<file path="src/rtl/jk_drv_pkg.sv">
// Shared types and JK command encodings for the JK bank driver.
package jk_drv_pkg;

  typedef enum logic [1:0] {
    IDLE,
    DRIVE,
    CHECK
  } state_e;

  localparam logic [1:0] JK_HOLD = 2'b00;
  localparam logic [1:0] JK_RST  = 2'b01;
  localparam logic [1:0] JK_SET  = 2'b10;
  localparam logic [1:0] JK_TGL  = 2'b11;

  // Retry counter must hold 0..max_retry and never be narrower than one bit.
  function automatic int unsigned cnt_width(input int unsigned max_retry);
    int unsigned w;
    w = $clog2(max_retry + 1);
    return (w < 1) ? 1 : w;
  endfunction

endpackage

</file>
<file path="src/rtl/jk_excite_enc.sv">
// Per-bit JK excitation encoder: picks the command that moves cur to tgt.
module jk_excite_enc
  import jk_drv_pkg::*;
#(
  parameter bit USE_TOGGLE = 1'b0
) (
  input  logic       i_cur,
  input  logic       i_tgt,
  output logic [1:0] o_jk
);

  always_comb begin
    o_jk = JK_HOLD;
    if (i_cur != i_tgt) begin
      if (USE_TOGGLE) begin
        o_jk = JK_TGL;
      end else begin
        o_jk = i_tgt ? JK_SET : JK_RST;
      end
    end
  end

endmodule

</file>
<file path="src/rtl/jk_bank_driver.sv">
// Converts host target words into J/K commands for a JK flip-flop bank,
// verifies the readback and re-drives mismatching bits a bounded number of times.
module jk_bank_driver
  import jk_drv_pkg::*;
#(
  parameter int unsigned WIDTH      = 8,
  parameter bit          USE_TOGGLE = 1'b0,
  parameter int unsigned MAX_RETRY  = 2
) (
  input  logic             clk,
  input  logic             reset,
  input  logic             in_valid,
  input  logic [WIDTH-1:0] in_data,
  output logic             in_ready,
  output logic [WIDTH-1:0] j,
  output logic [WIDTH-1:0] k,
  input  logic [WIDTH-1:0] q_fb,
  output logic             done,
  output logic             err,
  output logic [WIDTH-1:0] shadow_q
);

  localparam int unsigned      RW        = cnt_width(MAX_RETRY);
  localparam logic [RW-1:0]    MaxRetryW = RW'(MAX_RETRY);

  state_e           r_state, w_state_d;
  logic [WIDTH-1:0] r_target, w_target_d;
  logic [WIDTH-1:0] r_shadow, w_shadow_d;
  logic [RW-1:0]    r_retry, w_retry_d;
  logic [WIDTH-1:0] r_j, w_j_d;
  logic [WIDTH-1:0] r_k, w_k_d;

  logic [WIDTH-1:0] w_cur;
  logic [WIDTH-1:0] w_tgt;
  logic [WIDTH-1:0] w_enc_j;
  logic [WIDTH-1:0] w_enc_k;
  logic             w_match;

  // First drive works from the shadow; retries work from what the bank actually holds.
  assign w_cur   = (r_state == CHECK) ? q_fb : r_shadow;
  assign w_tgt   = (r_state == IDLE) ? in_data : r_target;
  assign w_match = (q_fb == r_target);

  for (genvar gi = 0; gi < WIDTH; gi++) begin : g_enc
    logic [1:0] w_jk;

    jk_excite_enc #(
      .USE_TOGGLE(USE_TOGGLE)
    ) u_enc (
      .i_cur(w_cur[gi]),
      .i_tgt(w_tgt[gi]),
      .o_jk (w_jk)
    );

    assign w_enc_j[gi] = w_jk[1];
    assign w_enc_k[gi] = w_jk[0];
  end

  always_comb begin
    w_state_d  = r_state;
    w_target_d = r_target;
    w_shadow_d = r_shadow;
    w_retry_d  = r_retry;
    w_j_d      = '0;
    w_k_d      = '0;
    in_ready   = 1'b0;
    done       = 1'b0;
    err        = 1'b0;

    unique case (r_state)
      IDLE: begin
        in_ready = 1'b1;
        if (in_valid) begin
          w_target_d = in_data;
          w_j_d      = w_enc_j;
          w_k_d      = w_enc_k;
          w_retry_d  = '0;
          w_state_d  = DRIVE;
        end
      end
      DRIVE: begin
        w_state_d = CHECK;
      end
      CHECK: begin
        // A reset landing on CHECK aborts the target silently.
        if (w_match) begin
          done       = ~reset;
          w_shadow_d = r_target;
          w_state_d  = IDLE;
        end else if (r_retry < MaxRetryW) begin
          w_retry_d = r_retry + RW'(1);
          w_j_d     = w_enc_j;
          w_k_d     = w_enc_k;
          w_state_d = DRIVE;
        end else begin
          err        = ~reset;
          w_shadow_d = q_fb;
          w_state_d  = IDLE;
        end
      end
      default: begin
        w_state_d = IDLE;
      end
    endcase
  end

  always_ff @(posedge clk) begin
    if (reset) begin
      r_state  <= IDLE;
      r_target <= '0;
      r_shadow <= '0;
      r_retry  <= '0;
      r_j      <= '0;
      r_k      <= '0;
    end else begin
      r_state  <= w_state_d;
      r_target <= w_target_d;
      r_shadow <= w_shadow_d;
      r_retry  <= w_retry_d;
      r_j      <= w_j_d;
      r_k      <= w_k_d;
    end
  end

  assign j        = r_j;
  assign k        = r_k;
  assign shadow_q = r_shadow;

endmodule
</file>
<file path="config.mk">
export PLATFORM = sky130hd
export DESIGN_NAME = jk_bank_driver
export DESIGN_NICKNAME = d
export VERILOG_FILES = /design/src/rtl/jk_drv_pkg.sv /design/src/rtl/jk_excite_enc.sv /design/src/rtl/jk_bank_driver.sv
export SDC_FILE = /design/constraint.sdc
export NUM_CORES = 1
export LEC_CHECK = 0
export ABC_AREA = 1
export CAP_MARGIN = 20
export CORE_MARGIN = 1
export CORE_UTILIZATION = 45
export CTS_BUF_LIST = sky130_fd_sc_hd__clkbuf_4 sky130_fd_sc_hd__clkbuf_8
export DETAILED_ROUTE_END_ITERATION = 8
export PLACE_DENSITY_LB_ADDON = 0.05
export SETUP_SLACK_MARGIN = 0.2
export SKIP_CTS_REPAIR_TIMING = 1
export SYNTH_ARGS = -nofsm -noshare
export SYNTH_HDL_FRONTEND = slang
export SYNTH_SLANG_ARGS = --single-unit
export TNS_END_PERCENT = 30
</file>
<file path="constraint.sdc">
create_clock -name clk -period 2.1 [get_ports clk]
set_clock_uncertainty 0.1 [all_clocks]
set_input_delay 0.63 -clock clk [delete_from_list [all_inputs] [get_ports clk]]
set_output_delay 0.63 -clock clk [all_outputs]
set_load 0.03 [all_outputs]
</file>
==> impl_results.md <==
* Status: finished, violations left
* Failing checks: negative setup slack
* Core footprint at ~3400 sq um
* Core Rows at 21
* Largest family of logic cells by synthesized area: simple AND/OR/NAND/NOR gates
* Worst reg2reg path endpoint: r_state[0]
* H-tree levels at 2
* Mean Syn Cell Area at between 7 and 8 sq um
* Mux cell area share after synthesis at 0%
* Chip width at slightly above 60 um
* Comb power frac at around 20%
* # fillers at about 290
* Pwr Density at between 500 and 600 nW/um^2
* Post-synthesis cell type count at 25
* Setup Crit Path Kind: input pin to output port
* Slowest-stage cell, CP: buf_4
* Flop pwr share at 52.3%
* P&R area growth vs syn at 45.27%
* Max Fanout on Critical Path at 2
* Slew Limit Fails at 0
* Total GRT Usage at 18.06%
* Share of power burned in the clock network at 28.2%
* First-pass GRT wire length at about 5400 um
* CP dominant cell by count: nand2_1
* End of the critical path: err
* Vias at approximately 1500
* Total die area at 3856 sq um
* Arr. time, crit path at around 1.5 ns
* Clock Path Buffers at 2
* Min-Delay Path Class: flop to flop
* Share of cells above drive strength 1 at approximately a quarter
* CTS sink cnt at 36
* Simple-gate share of the synthesized area at between 20% and 30%
* Post-synthesis compound-gate area fraction at approximately 15%
* Dpl ws at -0.4688 ns
* Clock latency on the worst-skew pair at around 0.33 ns
* Startpoint types: input pin
* Worst r2r src: r_target[6]
* CTS tree: yes
* Vias in the first global route at around 1100
* Hold Vio Cnt, Final at 0
* CTS Buf Count at 5
* Ports at 46
* Hold_ws at 0.3591 ns
* Internal at slightly above 1000 uW
* Critical-path cell list: buf_6 > xnor2_2 > nand2_1 > nor2_2 > nand2_1 > inv_1 > nor3_2 > buf_4
* Total iterations of the first detailed-routing run at 4
* P_sw at 378.3 uW
* Total congestion overflow at 0
* Post-synthesis register bit count at 36
* Initial antenna violation count at 0
* Mapped Nets at around 240
* Leak at 0.001480 uW
* DPL Wire Length at 2481 um
* Req. time, crit path at 1.37 ns
* Slowest stage delay, CP at approximately 0.17 ns
* DRC at 0
* Final setup margin at -0.1391 ns
* Clk slew on worst S/H paths at around 0.09 ns
* Die Ht at 62.10 um
* Cell area after synthesis at 1625 sq um
* Max VDD drop at ~300 uV
* Tmin final at between 2 and 2.5 ns
* Max-Cap Viols at 0
* Switching share of power at 26.84%
* Max_slew headroom at ~75%
* Synth Area in XOR/XNOR at under 10%
* Largest net degree at the start of global routing at 20
* Fmax at approximately 450 MHz
* Port bufs at 45
* Most common cell after layout, fill and taps aside: nand2_1
* Antenna viol nets, final at 0
* Sequential area share after synthesis at about 44%
* CP endpoint kind: output port
* GP Congestion at around 0.78
* WL final at 3594 um
* Reg-to-reg slack, setup at about 0.37 ns
* Reg2reg path depth at 8
* Final setup vio count at 2
* Most frequent cells in the layout: nand2_1 (46), dfxtp_1 (29), nor2_1 (25), dlymetal6s2s_1 (25), o21ai_0 (24)
* Synth Instances at 220
* Root buf cell: clkbuf_4
* Ys Warns at 0
* Via/cell ratio at ~4.5
* DR iter-0 viols at 55
* Starting Density at about 48%
* Final Cycle Share at 106.6%
* RSZ-0062 raised after global routing: yes
* DR WL/cell at between 10 and 15 um
* Worst slew pin tran at between 0.3 and 0.4 ns
* Nets at 300
* N_diodes at 0
* Synth Area in Adders at 0%
* Crit path from: q_fb[6]
## power groups by stage
stage	Sequential [uW]	Clock (uW)	Combinational, uW
2_1_floorplan	766	0	139
5_1_grt	742	453	301
6_report	737	397	275
4_1_cts	732	410	263
3_5_place_dp	747	0	261
3_3_place_gp	747	0	259
## per-layer routing
metal	track usage [%]	vias to the layer above	share of wire, %
li1	-	810	-
met3	4.963	2	4.5
met5	0	-	0
met1	28.47	619	50
met2	23.35	35	45
met4	5.233	0	0.58
## cells by family after synthesis
logic type      after synthesis
flops                        36
simple gates                103
xor+xnor                      5
buf+inv                      32
compound gates               44
## sequential cells by signal (all words and copies together) (netlist names)
register,count
r_state,2
r_retry,2
shadow_q,8
j,8
k,8
r_target,8
## worst max-delay path: cells and delay by family
kind | cells | cell delay (ns)
xor gates and xnor gates | 1 | 0.15
buffers and inverters | 3 | 0.35
and+or+nand+nor | 4 | 0.38
## synthesized netlist by cell type
| master | instances | area, sq um |
|---|---|---|
| o21ai_2 | 1 | 8.760 |
| buf_6 | 3 | 33.78 |
| buf_2 | 2 | 10.01 |
| inv_2 | 1 | 3.750 |
| nand3_2 | 1 | 10.01 |
| a21oi_1 | 15 | 75.07 |
| dfxtp_1 | 36 | 720.7 |
| nor2_2 | 3 | 18.77 |
| nand2_2 | 2 | 12.51 |
| nor2_4 | 1 | 11.26 |
| nand3_1 | 10 | 50.05 |
| a21oi_2 | 3 | 26.28 |
| nor3_1 | 2 | 10.01 |
| inv_1 | 23 | 86.33 |
| xnor2_1 | 5 | 43.79 |
| buf_8 | 1 | 15.01 |
| or2_1 | 4 | 25.02 |
| o21ai_0 | 24 | 120.1 |
| clkinv_1 | 1 | 3.750 |
| nor2_1 | 26 | 97.59 |
| clkbuf_1 | 1 | 3.750 |
| nand3_4 | 1 | 17.52 |
| a21bo_2 | 1 | 10.01 |
| nand2_1 | 48 | 180.2 |
| or2_2 | 5 | 31.28 |
## metrics by stage
| step | instances | power [uW] | instance area, sq um | utilization (%) | setup TNS, ns |
|---|---|---|---|---|---|
| floorplan | 220 | 905.1 | 1638 | - | -0.1398 |
| global placement | 317 | 1005 | 2173 | 64.12 | -5.345 |
| detailed placement | 317 | 1008 | 2173 | 64.12 | -5.673 |
| CTS | 324 | 1405 | 2238 | 66.04 | -0.9791 |
| global route | 327 | 1496 | 2361 | 69.66 | -0.4025 |
| finish | 327 | 1409 | 2361 | 69.66 | -0.2535 |
## how the worst min path moves through the flow
| stage | startpoint | cells after the start | slack (ns) | end |
|---|---|---|---|---|
| finish | r_state[1] | 1 | 0.36 | r_state[1] |
| global route | r_state[1] | 1 | 0.38 | r_state[1] |
| CTS | r_state[0] | 2 | 0.40 | r_state[1] |
| detailed placement | r_state[0] | 2 | 0.38 | r_state[1] |
| global placement | r_state[0] | 2 | 0.38 | r_state[1] |
| floorplan | r_target[4] | 2 | 0.35 | r_target[4] |
## cell type report
cell class | instances | area (sq um) | area share (%)
Multi-Input combinational cell | 152 | 795.8 | 33.70
Sequential cell | 36 | 729.5 | 30.90
Timing Repair Buffer | 61 | 616.8 | 26.13
Inverter | 25 | 96.34 | 4.081
Clock buffer | 7 | 65.06 | 2.756
Tap cell | 46 | 57.56 | 2.438
(Power assumes the default switching activity.)
